===== src/rtl/avr_bus_master_pkg.sv =====
// Shared types and defaults for the AVR-side SRAM bus master and its CPLD peer.
package avr_bus_master_pkg;

  localparam int ADDR_W_DEF    = 21;
  localparam int OE_CYCLES_DEF = 3;
  localparam int WE_CYCLES_DEF = 2;

  // Master sequencer states.
  typedef enum logic [2:0] {
    IDLE,
    SHIFT,
    LATCH,
    RD_STROBE,
    WR_SETUP,
    WR_STROBE,
    WR_HOLD,
    DONE
  } state_t;

  // CPLD bus_fsm states, kept here so both sides share one definition.
  typedef enum logic [1:0] {
    CPLD_SHIFT,
    CPLD_LATCHED,
    CPLD_READ,
    CPLD_WRITE
  } cpld_state_t;

  // Counter width that covers the shift length and both strobe lengths.
  function automatic int cnt_width(input int aw, input int oe, input int we);
    int m;
    m = aw;
    if (oe > m) m = oe;
    if (we > m) m = we;
    return $clog2(m + 1);
  endfunction

endpackage


===== src/rtl/avr_bus_master_sreg_tx.sv =====
// Parallel-load, MSB-first serializer feeding the CPLD address shift register.
module sreg_tx #(
  parameter int W     = 21,
  parameter int CNT_W = 5
) (
  input  logic         clk,
  input  logic         rst,
  input  logic         load,
  input  logic [W-1:0] din,
  output logic         si,
  output logic         busy,
  output logic         done
);

  logic [W-1:0]     sh;
  logic [CNT_W-1:0] cnt;

  // Load the word, then shift left one bit per clock until W bits have gone out.
  always_ff @(posedge clk) begin
    if (rst) begin
      sh  <= '0;
      cnt <= '0;
    end else if (load) begin
      sh  <= din;
      cnt <= CNT_W'(W);
    end else if (cnt != '0) begin
      sh  <= {sh[W-2:0], 1'b0};
      cnt <= cnt - 1'b1;
    end
  end

  assign si   = sh[W-1];
  assign busy = (cnt != '0);
  assign done = (cnt == CNT_W'(1));

endmodule


===== src/rtl/avr_bus_master.sv =====
// Command-driven SRAM bus master: shifts the address into the CPLD (skipped
// when the CPLD already holds it), then runs the read or write strobe sequence.
module avr_bus_master
  import avr_bus_master_pkg::*;
#(
  parameter int ADDR_W    = ADDR_W_DEF,
  parameter int OE_CYCLES = OE_CYCLES_DEF,
  parameter int WE_CYCLES = WE_CYCLES_DEF
) (
  input  logic              avr_clk,
  input  logic              avr_reset,
  input  logic              cmd_valid,
  output logic              cmd_ready,
  input  logic              cmd_write,
  input  logic [ADDR_W-1:0] cmd_addr,
  input  logic [7:0]        cmd_wdata,
  output logic              rsp_valid,
  output logic [7:0]        rsp_rdata,
  output logic              avr_si,
  output logic              avr_sreg_en,
  output logic              avr_oe,
  output logic              avr_we,
  output logic [7:0]        avr_data_out,
  output logic              avr_data_oe,
  input  logic [7:0]        avr_data_in
);

  localparam int CNT_W = cnt_width(ADDR_W, OE_CYCLES, WE_CYCLES);

  state_t            state, nxt;
  logic              init;
  logic              sreg_en_q;
  logic              shadow_vld;
  logic [ADDR_W-1:0] shadow_addr;
  logic [ADDR_W-1:0] addr_q;
  logic              write_q;
  logic [7:0]        wdata_q;
  logic [CNT_W-1:0]  cnt;
  logic              accept, hit;
  logic              sh_si, sh_busy, sh_done;

  assign cmd_ready = (state == IDLE) && init;
  assign accept    = cmd_valid && cmd_ready;
  assign hit       = shadow_vld && (cmd_addr == shadow_addr);

  sreg_tx #(.W(ADDR_W), .CNT_W(CNT_W)) u_sreg (
    .clk  (avr_clk),
    .rst  (avr_reset),
    .load (accept && !hit),
    .din  (cmd_addr),
    .si   (sh_si),
    .busy (sh_busy),
    .done (sh_done)
  );

  // Next-state sequencing.
  always_comb begin
    nxt = state;
    case (state)
      IDLE:      if (accept) nxt = hit ? (cmd_write ? WR_SETUP : RD_STROBE) : SHIFT;
      SHIFT:     if (sh_done) nxt = LATCH;
      LATCH:     nxt = write_q ? WR_SETUP : RD_STROBE;
      RD_STROBE: if (cnt == '0) nxt = DONE;
      WR_SETUP:  nxt = WR_STROBE;
      WR_STROBE: if (cnt == '0) nxt = WR_HOLD;
      WR_HOLD:   nxt = DONE;
      DONE:      nxt = IDLE;
      default:   nxt = IDLE;
    endcase
  end

  // Bus-side outputs decoded from the current state.
  always_comb begin
    avr_si       = 1'b0;
    avr_oe       = 1'b1;
    avr_we       = 1'b1;
    avr_data_oe  = 1'b0;
    avr_data_out = 8'h00;
    rsp_valid    = 1'b0;
    case (state)
      SHIFT:     avr_si = sh_busy & sh_si;
      RD_STROBE: avr_oe = 1'b0;
      WR_SETUP:  begin avr_data_oe = 1'b1; avr_data_out = wdata_q; end
      WR_STROBE: begin avr_data_oe = 1'b1; avr_data_out = wdata_q; avr_we = 1'b0; end
      WR_HOLD:   begin avr_data_oe = 1'b1; avr_data_out = wdata_q; end
      DONE:      rsp_valid = 1'b1;
      default:   ;
    endcase
  end

  assign avr_sreg_en = sreg_en_q;

  // State, command capture, address shadow and strobe counter.
  always_ff @(posedge avr_clk) begin
    if (avr_reset) begin
      state       <= IDLE;
      init        <= 1'b0;
      sreg_en_q   <= 1'b0;
      shadow_vld  <= 1'b0;
      shadow_addr <= '0;
      addr_q      <= '0;
      write_q     <= 1'b0;
      wdata_q     <= 8'h00;
      cnt         <= '0;
      rsp_rdata   <= 8'h00;
    end else begin
      state <= nxt;
      init  <= 1'b1;
      if (accept) begin
        addr_q  <= cmd_addr;
        write_q <= cmd_write;
        wdata_q <= cmd_wdata;
      end
      // The CPLD register holds garbage while shifting, so the shadow is
      // dropped at the start of a shift and reloaded at the latch.
      if (nxt == SHIFT && state != SHIFT) begin
        sreg_en_q  <= 1'b0;
        shadow_vld <= 1'b0;
      end else if (nxt == LATCH) begin
        sreg_en_q   <= 1'b1;
        shadow_vld  <= 1'b1;
        shadow_addr <= addr_q;
      end
      if (nxt == RD_STROBE && state != RD_STROBE)
        cnt <= CNT_W'(OE_CYCLES - 1);
      else if (nxt == WR_STROBE && state != WR_STROBE)
        cnt <= CNT_W'(WE_CYCLES - 1);
      else if (cnt != '0)
        cnt <= cnt - 1'b1;
      if (state == RD_STROBE && cnt == '0)
        rsp_rdata <= avr_data_in;
    end
  end

endmodule


===== config.mk =====
export PLATFORM = sky130hd
export DESIGN_NAME = avr_bus_master
export DESIGN_NICKNAME = d
export VERILOG_FILES = /design/src/rtl/avr_bus_master_pkg.sv /design/src/rtl/avr_bus_master_sreg_tx.sv /design/src/rtl/avr_bus_master.sv
export SDC_FILE = /design/constraint.sdc
export NUM_CORES = 1
export LEC_CHECK = 0
export ABC_AREA = 1
export ABC_CLOCK_PERIOD_IN_PS = 3100
export CORE_UTILIZATION = 52
export CTS_CLUSTER_SIZE = 24
export DETAILED_ROUTE_END_ITERATION = 12
export GPL_TIMING_DRIVEN = 0
export PLACE_DENSITY_LB_ADDON = 0.12
export SLEW_MARGIN = 10
export SYNTH_ARGS = -nofsm -noshare
export SYNTH_HDL_FRONTEND = slang
export SYNTH_SLANG_ARGS = --single-unit

===== constraint.sdc =====
create_clock -name avr_clk -period 3.1 [get_ports avr_clk]
set_input_delay 0.465 -clock avr_clk [delete_from_list [all_inputs] [get_ports avr_clk]]
set_output_delay 0.465 -clock avr_clk [all_outputs]
set_load 0.02 [all_outputs]

==> flow_summary.ini, run 1 <==
[timing]
fin_skew_ps = 9.21
period_share_pct = 88.4
setup_viol = 0
fmax_ghz = 0.365
timing.hold.ws_ps = 456
tightest_slew_ps = 653
final-max-slew-violation-count = 0
relSlewSlack_pct = 56.4
min_period_ps = 2740
setup_tns_ps = 0
rsz0062_at_grt = false
fin_ws_ps = 360
finalHoldViolCount = 0

[worst_setup_path]
slowest_delay_ps = 610
cp_slowest_cell = clkdlybuf4s50_1
worst_setup_path_start_kind = flip-flop
crit_required_ps = 2630
critical-path-top-delay-family = buffers and inverters
r2r_end = cnt[2]$_SDFFE_PP0N_
arrival_ps = 2280
cp_max_fo = 7
crit_path_end_kind = output port
r2r_start = state[2]$_SDFF_PP0_
crit_top_cell = inv_1
r2r_cells = 9
r2r_slack_ps = 1180
crit_type = reg -> out
cp_cell_sequence = inv_1, ha_1, nand3_1, inv_1, nor2_1, clkdlybuf4s50_1
path_buf_inv = 3

[synth]
yosysTopAreaCell = dfxtp_1
synth_top_family_by_area = simple AND/OR/NAND/NOR gates
synth-xor-area-share_pct = 0
synth_edf_count = 0
synth_fa_ha_area_share_pct = 1.43
ys_top_cells_by_count = 178 x nand2_1, 95 x dfxtp_1, 74 x nor2_1
synth_nets = 689
syn_area_per_cell_sq_um = 6.81
ys_types = 31
netlist_instances = 643
seq_area_frac_synth_pct = 43.4
yosys_most_used_dff = dfxtp_1
netlist.area_leader.share_pct = 43.4
synth_area_sq_um = 4380
synth_compound_area_share_pct = 17.5
async_flop_share_pct = 0
yosysWarnings = 0
ys_ff_latch = 95
yosys.area_share.simple_pct = 27.9
synthMuxAreaShare_pct = 0
yosys-top-cells-area = dfxtp_1 43%, nand2_1 15%, a21oi_1 8.2%, o21ai_0 6.7%, nor2_1 6.3%
synth_most_common_cell = nand2_1

[drt]
routed_wl_mm = 11.6
postRouteAntennaNets = 0
drtIter0Drc = 357
wire_per_inst_um = 14.1
vias = 4348
via_per_inst = 5.26
remaining_drc_errors = 2
first_pass_iters = 9

[pwr]
power.total_mw = 3.40
p_clk_share_pct = 23.4
seq_power_share_pct = 44.0
vdd_drop_max_mv = 0.289
switching_share_pct = 36.4
p_comb_share_pct = 32.6
p_leak_nw = 2.23
intPower_mw = 2.16
p_sw_mw = 1.24
power.density_nw_per_um2 = 639

[finish]
drive_gt1_share_pct = 6.66
area_growth_pct = 21.6
antenna_cells = 0
fillers = 756
nets = 762

[die]
die_area_sq_um = 8790
pin_count = 64
start_util_pct = 53.6
die_height_um = 93.8
die_x_um = 93.8
num_rows = 33
core_sq_um = 8180

[clock_tree]
root_buffer = clkbuf_8
cts.htree.levels = 3
clk_path_buf_depth = 2
cts_setup_buffers = 0
cts.clk_slew.worst_paths_ps = 90
cts_buffers = 9
cts_hold_buffers = 0
ctsResizeCount = 0
cts.sinks = 95
cts_tree = done
clk_latency_ps = 360

[global_route]
grt_overflow = 0
track_usage_pct = 27.4
grt_max_degree = 16
grt_pass1_vias = 3919
grt_pass1_wl_mm = 18.6
antenna_found_initial = 0

[min_path]
hold_end = wdata_q[5]$_SDFFE_PP0N_
whs_path_depth = 2
min-delay-start = wdata_q[5]$_SDFFE_PP0N_
hp-class = reg -> reg

[status]
violations = DRC
outcome = complete, but fails checks

[placed_design]
dp_slack_ps = 650
hpwl_mm = 8.60
portBuffers = 62
gp_congestion = 0.872

[job]
maxCapViolCount = 0
## worst reg2reg max path: stages, from the launching register on
cell and delay, ps:
dfxtp_1 300, buf_2 170, nor3_2 260, nand4_1 400, nand4_1 250, nor2_1 90
nor2_1 120, nand2_2 90, nand3_2 90, nor2_1 40
## state kept, by name (all words and copies together), names as in the netlist
name,flops
init,1
shadow_vld,1
write_q,1
cnt,5
u_sreg.sh,21
state,3
addr_q,21
rsp_rdata,8
shadow_addr,21
u_sreg.cnt,5
wdata_q,8
## metal layers
metal	global-route usage, %	up-vias	share of wire, %
li1	-	2200	-
met1	37.6	1968	47
met2	44.3	159	45
met3	4.29	21	6.5
met4	8.08	0	1.6
met5	0	-	0
## area by class of cell
cell class / instances / area (sq um) / area share, %
multi-input cells: 445 / 2050 / 38.5
flip-flops and latches: 95 / 1900 / 35.7
repair buffers: 62 / 621 / 11.7
inverters: 74 / 280 / 5.26
clock buffers: 12 / 165 / 3.10
plain buffers: 29 / 145 / 2.73
well taps: 105 / 131 / 2.47
clock inverters: 4 / 28.8 / 0.541
## power by group through the flow
stage	logic (mW)	clock network [mW]	registers (mW)
6_report	1.11	0.795	1.50
5_1_grt	1.24	0.857	1.52
4_1_cts	1.10	0.801	1.50
3_5_place_dp	1.09	0	1.52
3_3_place_gp	1.06	0	1.51
2_1_floorplan	0.805	0	1.50
## per-stage QoR
step           instance area, sq um  instances  utilization, %
2_1_floorplan                  4380        643               -
3_3_place_gp                   5130        810            62.7
3_5_place_dp                   5130        810            62.7
4_1_cts                        5320        826            65.1
5_1_grt                        5320        826            65.1
6_report                       5320        826            65.1
## layout by cell type (no fill, tap or decap)
cell type          n
o31ai_1            2
nand2_4            1
nor2_4             2
a21oi_1           72
nor2_1            74
nor3_2             1
dfxtp_1           95
clkinv_2           1
nor2_8             1
ha_1               5
clkinvlp_4         2
a31oi_1           12
inv_1             67
or2_1              1
or2_2              2
clkinv_4           1
nor3_1             2
a211oi_1           1
nor2_2             2
buf_6              2
buf_4              4
clkbuf_8          12
clkbuf_1          18
nand2_1          178
clkdlybuf4s50_1   62
o21ai_0           59
inv_2              6
o22ai_1            1
buf_2              5
nand3b_1           2
nand2_2            2
nand3_1           16
o41ai_1            1
nand3_2            3
nand4_1            5
inv_4              1
## worst max path at each step
stage / start / endpoint / slack, ps / cells after the start
2_1_floorplan: u_sreg.cnt[0]$_SDFFE_PP0P_ / avr_si / 1320 / 5
3_3_place_gp: cmd_addr[8] / u_sreg.sh[8]$_SDFFE_PP0P_ / 690 / 13
3_5_place_dp: cmd_addr[8] / u_sreg.sh[6]$_SDFFE_PP0P_ / 650 / 13
4_1_cts: u_sreg.cnt[0]$_SDFFE_PP0P_ / avr_si / 340 / 6
5_1_grt: u_sreg.cnt[0]$_SDFFE_PP0P_ / avr_si / 160 / 6
6_report: u_sreg.cnt[0]$_SDFFE_PP0P_ / avr_si / 360 / 6
## cells by family after synthesis
group | Yosys count
AND/OR/NAND/NOR | 292
AO/OA/AOI/OAI | 148
flip-flops | 95
buffers and inverters | 103
adder cells (fa/ha/maj) | 5
(Power assumes the default switching activity.)
==> run 2, diff against run 1 <==
--- a/config.mk
+++ b/config.mk
@@ -7,11 +7,12 @@
 export LEC_CHECK = 0
 export ABC_AREA = 1
 export ABC_CLOCK_PERIOD_IN_PS = 3100
+export CORE_ASPECT_RATIO = 1.5
 export CORE_UTILIZATION = 52
 export CTS_CLUSTER_SIZE = 24
 export DETAILED_ROUTE_END_ITERATION = 12
 export GPL_TIMING_DRIVEN = 0
-export PLACE_DENSITY_LB_ADDON = 0.12
+export PLACE_DENSITY = 0.81
 export SLEW_MARGIN = 10
 export SYNTH_ARGS = -nofsm -noshare
 export SYNTH_HDL_FRONTEND = slang
==> flow_summary.ini, run 2 (same netlist as run 1, synthesis figures left out) <==
[clock_tree]
cts_hold_buffers = 0
cts.clk_slew.worst_paths_ps = 70
cts.sinks = 95
cts.htree.levels = 3
ctsResizeCount = 0
clk_path_buf_depth = 2
root_buffer = clkbuf_16
cts_buffers = 9
clk_latency_ps = 350
cts_setup_buffers = 0
cts_tree = done

[finish]
layout_common_cells = 178 x nand2_1, 95 x dfxtp_1, 74 x nor2_1, 72 x a21oi_1, 67 x inv_1
antenna_cells = 0
final_common_cell = nand2_1
fin_cells = 826
postLayoutCellArea_sq_um = 5430
area_growth_pct = 24.0
nets = 762
drive_gt1_share_pct = 6.52
reg.largest.list = addr_q (21), shadow_addr (21), u_sreg.sh (21)

[worst_setup_path]
cp_cell_sequence = inv_1, ha_1, nand3_1, inv_1, nor2_1, clkdlybuf4s50_1
cp_slowest_cell = clkdlybuf4s50_1
crit_type = reg -> out
worst_setup_path_start_kind = flip-flop
arrival_ps = 2280
slowest_delay_ps = 610
crit_required_ps = 2630
cp_max_fo = 7
crit_top_cell = inv_1
r2r_slack_ps = 1100
crit_path_end_kind = output port
path_buf_inv = 3
critical-path-top-delay-family = buffers and inverters

[drt]
first_pass_iters = 7
via_per_inst = 5.38
wire_per_inst_um = 14.5
postRouteAntennaNets = 0
drtIter0Drc = 270
remaining_drc_errors = 0
vias = 4446
routed_wl_mm = 12.0

[timing]
min_period_ps = 2750
fmax_ghz = 0.364
rsz0062_at_grt = false
setup_viol = 0
relSlewSlack_pct = 58.9
fin_skew_ps = 6.82
tightest_slew_ps = 616
finalHoldViolCount = 0
timing.hold.ws_ps = 455
final-max-slew-violation-count = 0
period_share_pct = 88.7
fin_ws_ps = 352
setup_tns_ps = 0

[job]
maxCapViolCount = 0

[pwr]
power.density_nw_per_um2 = 689
vdd_drop_max_mv = 0.384
p_leak_nw = 2.27

[placed_design]
hpwl_mm = 8.87
gp_congestion = 0.910
dp_slack_ps = 664
dpl_cell_area_sq_um = 5130
portBuffers = 62
dp.cells = 810

[die]
die_area_sq_um = 8800
pin_count = 64
die_height_um = 114
start_util_pct = 54.0
core_sq_um = 8110
num_rows = 40
die_x_um = 76.9

[global_route]
grt_overflow = 0
grt_pass1_vias = 4226
grt_max_degree = 16
grt_pass1_wl_mm = 19.6
antenna_found_initial = 0
track_usage_pct = 29.0

[status]
outcome = finished, final reports clean

[min_path]
hp-class = reg -> reg
[run 2: cell types whose count changed in the layout (fill, tap and decap cells not counted)]
cell	before	now
clkbuf_1	18	19
bufinv_16	0	1
clkbuf_16	0	9
clkinv_4	1	0
clkinvlp_4	2	3
clkbuf_8	12	1
[run 2: path summary, 6_finish.rpt]
path                            cells after the start                          to                  startpoint
worst max register to register                      8  u_sreg.sh[12]$_SDFFE_PP0P_  u_sreg.cnt[0]$_SDFFE_PP0P_
worst min register to register                      2     wdata_q[6]$_SDFFE_PP0N_     wdata_q[6]$_SDFFE_PP0N_
worst min-delay path                                2     wdata_q[6]$_SDFFE_PP0N_     wdata_q[6]$_SDFFE_PP0N_
worst max-delay path                                6                      avr_si  u_sreg.cnt[0]$_SDFFE_PP0P_
[run 2: cell type report]
type | count | area [sq um]
Sequential cell | 95 | 1900
Timing Repair Buffer | 62 | 621
Clock buffer | 11 | 243
Fill cell | 719 | 2680
Multi-Input combinational cell | 445 | 2050
Buffer | 29 | 145
Inverter | 74 | 280
Tap cell | 105 | 131
Clock inverter | 5 | 57.6
[run 2: per-stage QoR]
stage / utilization [%] / power, mW
after floorplan: - / 2.30
after global placement: 63.3 / 2.57
after detailed placement: 63.3 / 2.62
after CTS: 67.0 / 3.73
after global routing: 67.0 / 3.95
final: 67.0 / 3.74
[run 2: per-layer routing]
metal | vias to the layer above | wire, um | part of all wire (%) | track usage [%]
met5 | - | 0 | 0 | 0
met2 | 179 | 5950 | 50 | 51.6
met4 | 0 | 712 | 5.9 | 20.1
li1 | 2195 | - | - | -
met1 | 2034 | 4690 | 39 | 30.8
met3 | 38 | 657 | 5.5 | 5.50
[run 2: worst register-to-register path: stages (launching register included)]
cell	delay (ps)
dfxtp_1	370
inv_1	90
ha_1	220
nand3_1	340
clkbuf_1	450
nand2_1	100
nand2_1	100
o21ai_0	80
a21oi_1	160
[run 2: where the power goes]
part | total (mW) | switching (mW) | leakage (nW) | internal (mW)
clock network | 1.12 | 0.478 | 0.138 | 0.646
registers | 1.50 | 0.105 | 0.776 | 1.40
logic | 1.12 | 0.709 | 1.36 | 0.410
total | 3.74 | 1.29 | 2.27 | 2.45
==> run 3, diff against run 2 <==
--- a/config.mk
+++ b/config.mk
@@ -7,12 +7,14 @@
 export LEC_CHECK = 0
 export ABC_AREA = 1
 export ABC_CLOCK_PERIOD_IN_PS = 3100
+export CELL_PAD_IN_SITES_DETAIL_PLACEMENT = 0
+export CELL_PAD_IN_SITES_GLOBAL_PLACEMENT = 1
 export CORE_ASPECT_RATIO = 1.5
-export CORE_UTILIZATION = 52
+export CORE_UTILIZATION = 41
 export CTS_CLUSTER_SIZE = 24
 export DETAILED_ROUTE_END_ITERATION = 12
 export GPL_TIMING_DRIVEN = 0
-export PLACE_DENSITY = 0.81
+export PLACE_DENSITY = 0.88
 export SLEW_MARGIN = 10
 export SYNTH_ARGS = -nofsm -noshare
 export SYNTH_HDL_FRONTEND = slang
==> flow_summary.ini, run 3 (same netlist as run 1, synthesis figures left out) <==
[status]
outcome = finished, final reports clean

[global_route]
grt_max_degree = 15
track_usage_pct = 24.0
grt_overflow = 0
grt_pass1_vias = 4226
grt_pass1_wl_mm = 20.3
antenna_found_initial = 0

[placed_design]
hpwl_mm = 9.48
portBuffers = 62
gp_congestion = 0.842
dp.cells = 846

[timing]
relSlewSlack_pct = 55.4
finalHoldViolCount = 0
rsz0062_at_grt = false
tightest_slew_ps = 670
setup_tns_ps = 0
fmax_ghz = 0.370
period_share_pct = 87.3
final-max-slew-violation-count = 0
min_period_ps = 2700
setup_viol = 0
fin_skew_ps = 7.83

[min_path]
hp-class = reg -> reg

[worst_setup_path]
worst_setup_path_start_kind = flip-flop
crit_required_ps = 2630
crit_top_cell = inv_1
arrival_ps = 2240
cp_slowest_cell = clkdlybuf4s50_1
crit_path_end_kind = output port
slowest_delay_ps = 600
critical-path-top-delay-family = buffers and inverters
crit_type = reg -> out
cp_cell_sequence = inv_1, ha_1, nand3_1, inv_1, nor2_1, clkdlybuf4s50_1
cp_max_fo = 7
path_buf_inv = 3

[drt]
remaining_drc_errors = 0
postRouteAntennaNets = 0
wire_per_inst_um = 14.7
vias = 4322
via_per_inst = 5.01
first_pass_iters = 7
routed_wl_mm = 12.7
drtIter0Drc = 221

[finish]
fillers = 1075
regArea_sq_um = 1900
multi_input_area_sq_um = 2050
reg.largest.list = addr_q (21), shadow_addr (21), u_sreg.sh (21)
final_common_cell = nand2_1
area_growth_pct = 24.9
antenna_cells = 0
layout_common_cells = 178 x nand2_1, 95 x dfxtp_1, 74 x nor2_1, 72 x a21oi_1, 67 x inv_1
fin_cells = 862
nets = 762
drive_gt1_share_pct = 6.38

[die]
pin_count = 64
die_area_sq_um = 11100
die_height_um = 129
num_rows = 45
core_sq_um = 10200
die_x_um = 86.4
start_util_pct = 42.7

[clock_tree]
cts.sinks = 95
clk_path_buf_depth = 2
root_buffer = clkbuf_16
cts_tree = done
cts_setup_buffers = 0
cts_buffers = 9
clk_latency_ps = 340
cts.clk_slew.worst_paths_ps = 60
ctsResizeCount = 0
cts_hold_buffers = 0
cts.htree.levels = 3

[pwr]
vdd_drop_max_mv = 0.320
power.density_nw_per_um2 = 681
p_leak_nw = 2.28

[job]
maxCapViolCount = 0
==> run 3: changes by cell type in the layout (fill, tap and decap cells not counted), sizes merged <==
cell      delta
clkbuf       +1
clkinv       +2
clkinvlp     -3
==> run 3: power breakdown <==
part | leakage [nW] | internal, mW | switching (mW)
logic | 1.36 | 0.410 | 0.718
registers | 0.776 | 1.40 | 0.0996
clock network | 0.146 | 0.644 | 0.454
==> run 3: worst min-delay path, cell delays in order (launching register included) <==
cell and delay, ps:
dfxtp_1 300, inv_1 60, a21oi_1 50
==> run 3: worst paths after layout <==
kind,start,endpoint,slack (ps),depth (start not counted)
max,u_sreg.cnt[0]$_SDFFE_PP0P_,avr_si,400,6
min reg2reg,wdata_q[5]$_SDFFE_PP0N_,wdata_q[5]$_SDFFE_PP0N_,450,2
min,wdata_q[5]$_SDFFE_PP0N_,wdata_q[5]$_SDFFE_PP0N_,450,2
max reg2reg,state[0]$_SDFF_PP0_,shadow_addr[19]$_SDFFE_PP0P_,1130,6
==> run 3: layer usage <==
layer	up-vias	global-route usage, %	routed length [um]	share of wire, %
li1	2194	-	-	-
met1	1978	27.8	5190	41
met2	121	42.1	6380	50
met3	29	2.44	458	3.6
met4	0	15.0	663	5.2
met5	-	0	0	0
==> run 3: layout make-up <==
| type | instances | share of cell area (%) |
|---|---|---|
| Tap cell | 141 | 3.23 |
| Multi-Input combinational cell | 445 | 37.5 |
| Buffer | 29 | 2.66 |
| Sequential cell | 95 | 34.8 |
| Timing Repair Buffer | 62 | 11.4 |
| Clock buffer | 12 | 4.51 |
| Clock inverter | 4 | 0.824 |
| Inverter | 74 | 5.13 |
==> run 3: stage by stage <==
stage	instance area, sq um	hold slack, ps	worst slack, ps	power, mW	util (%)
final	5470	452	395	3.72	53.3
after global routing	5470	483	287	3.95	53.3
after CTS	5470	453	377	3.74	53.3
after detailed placement	5170	444	551	2.64	50.5
after global placement	5170	439	598	2.60	50.5
after floorplan	4380	430	1320	2.30	-
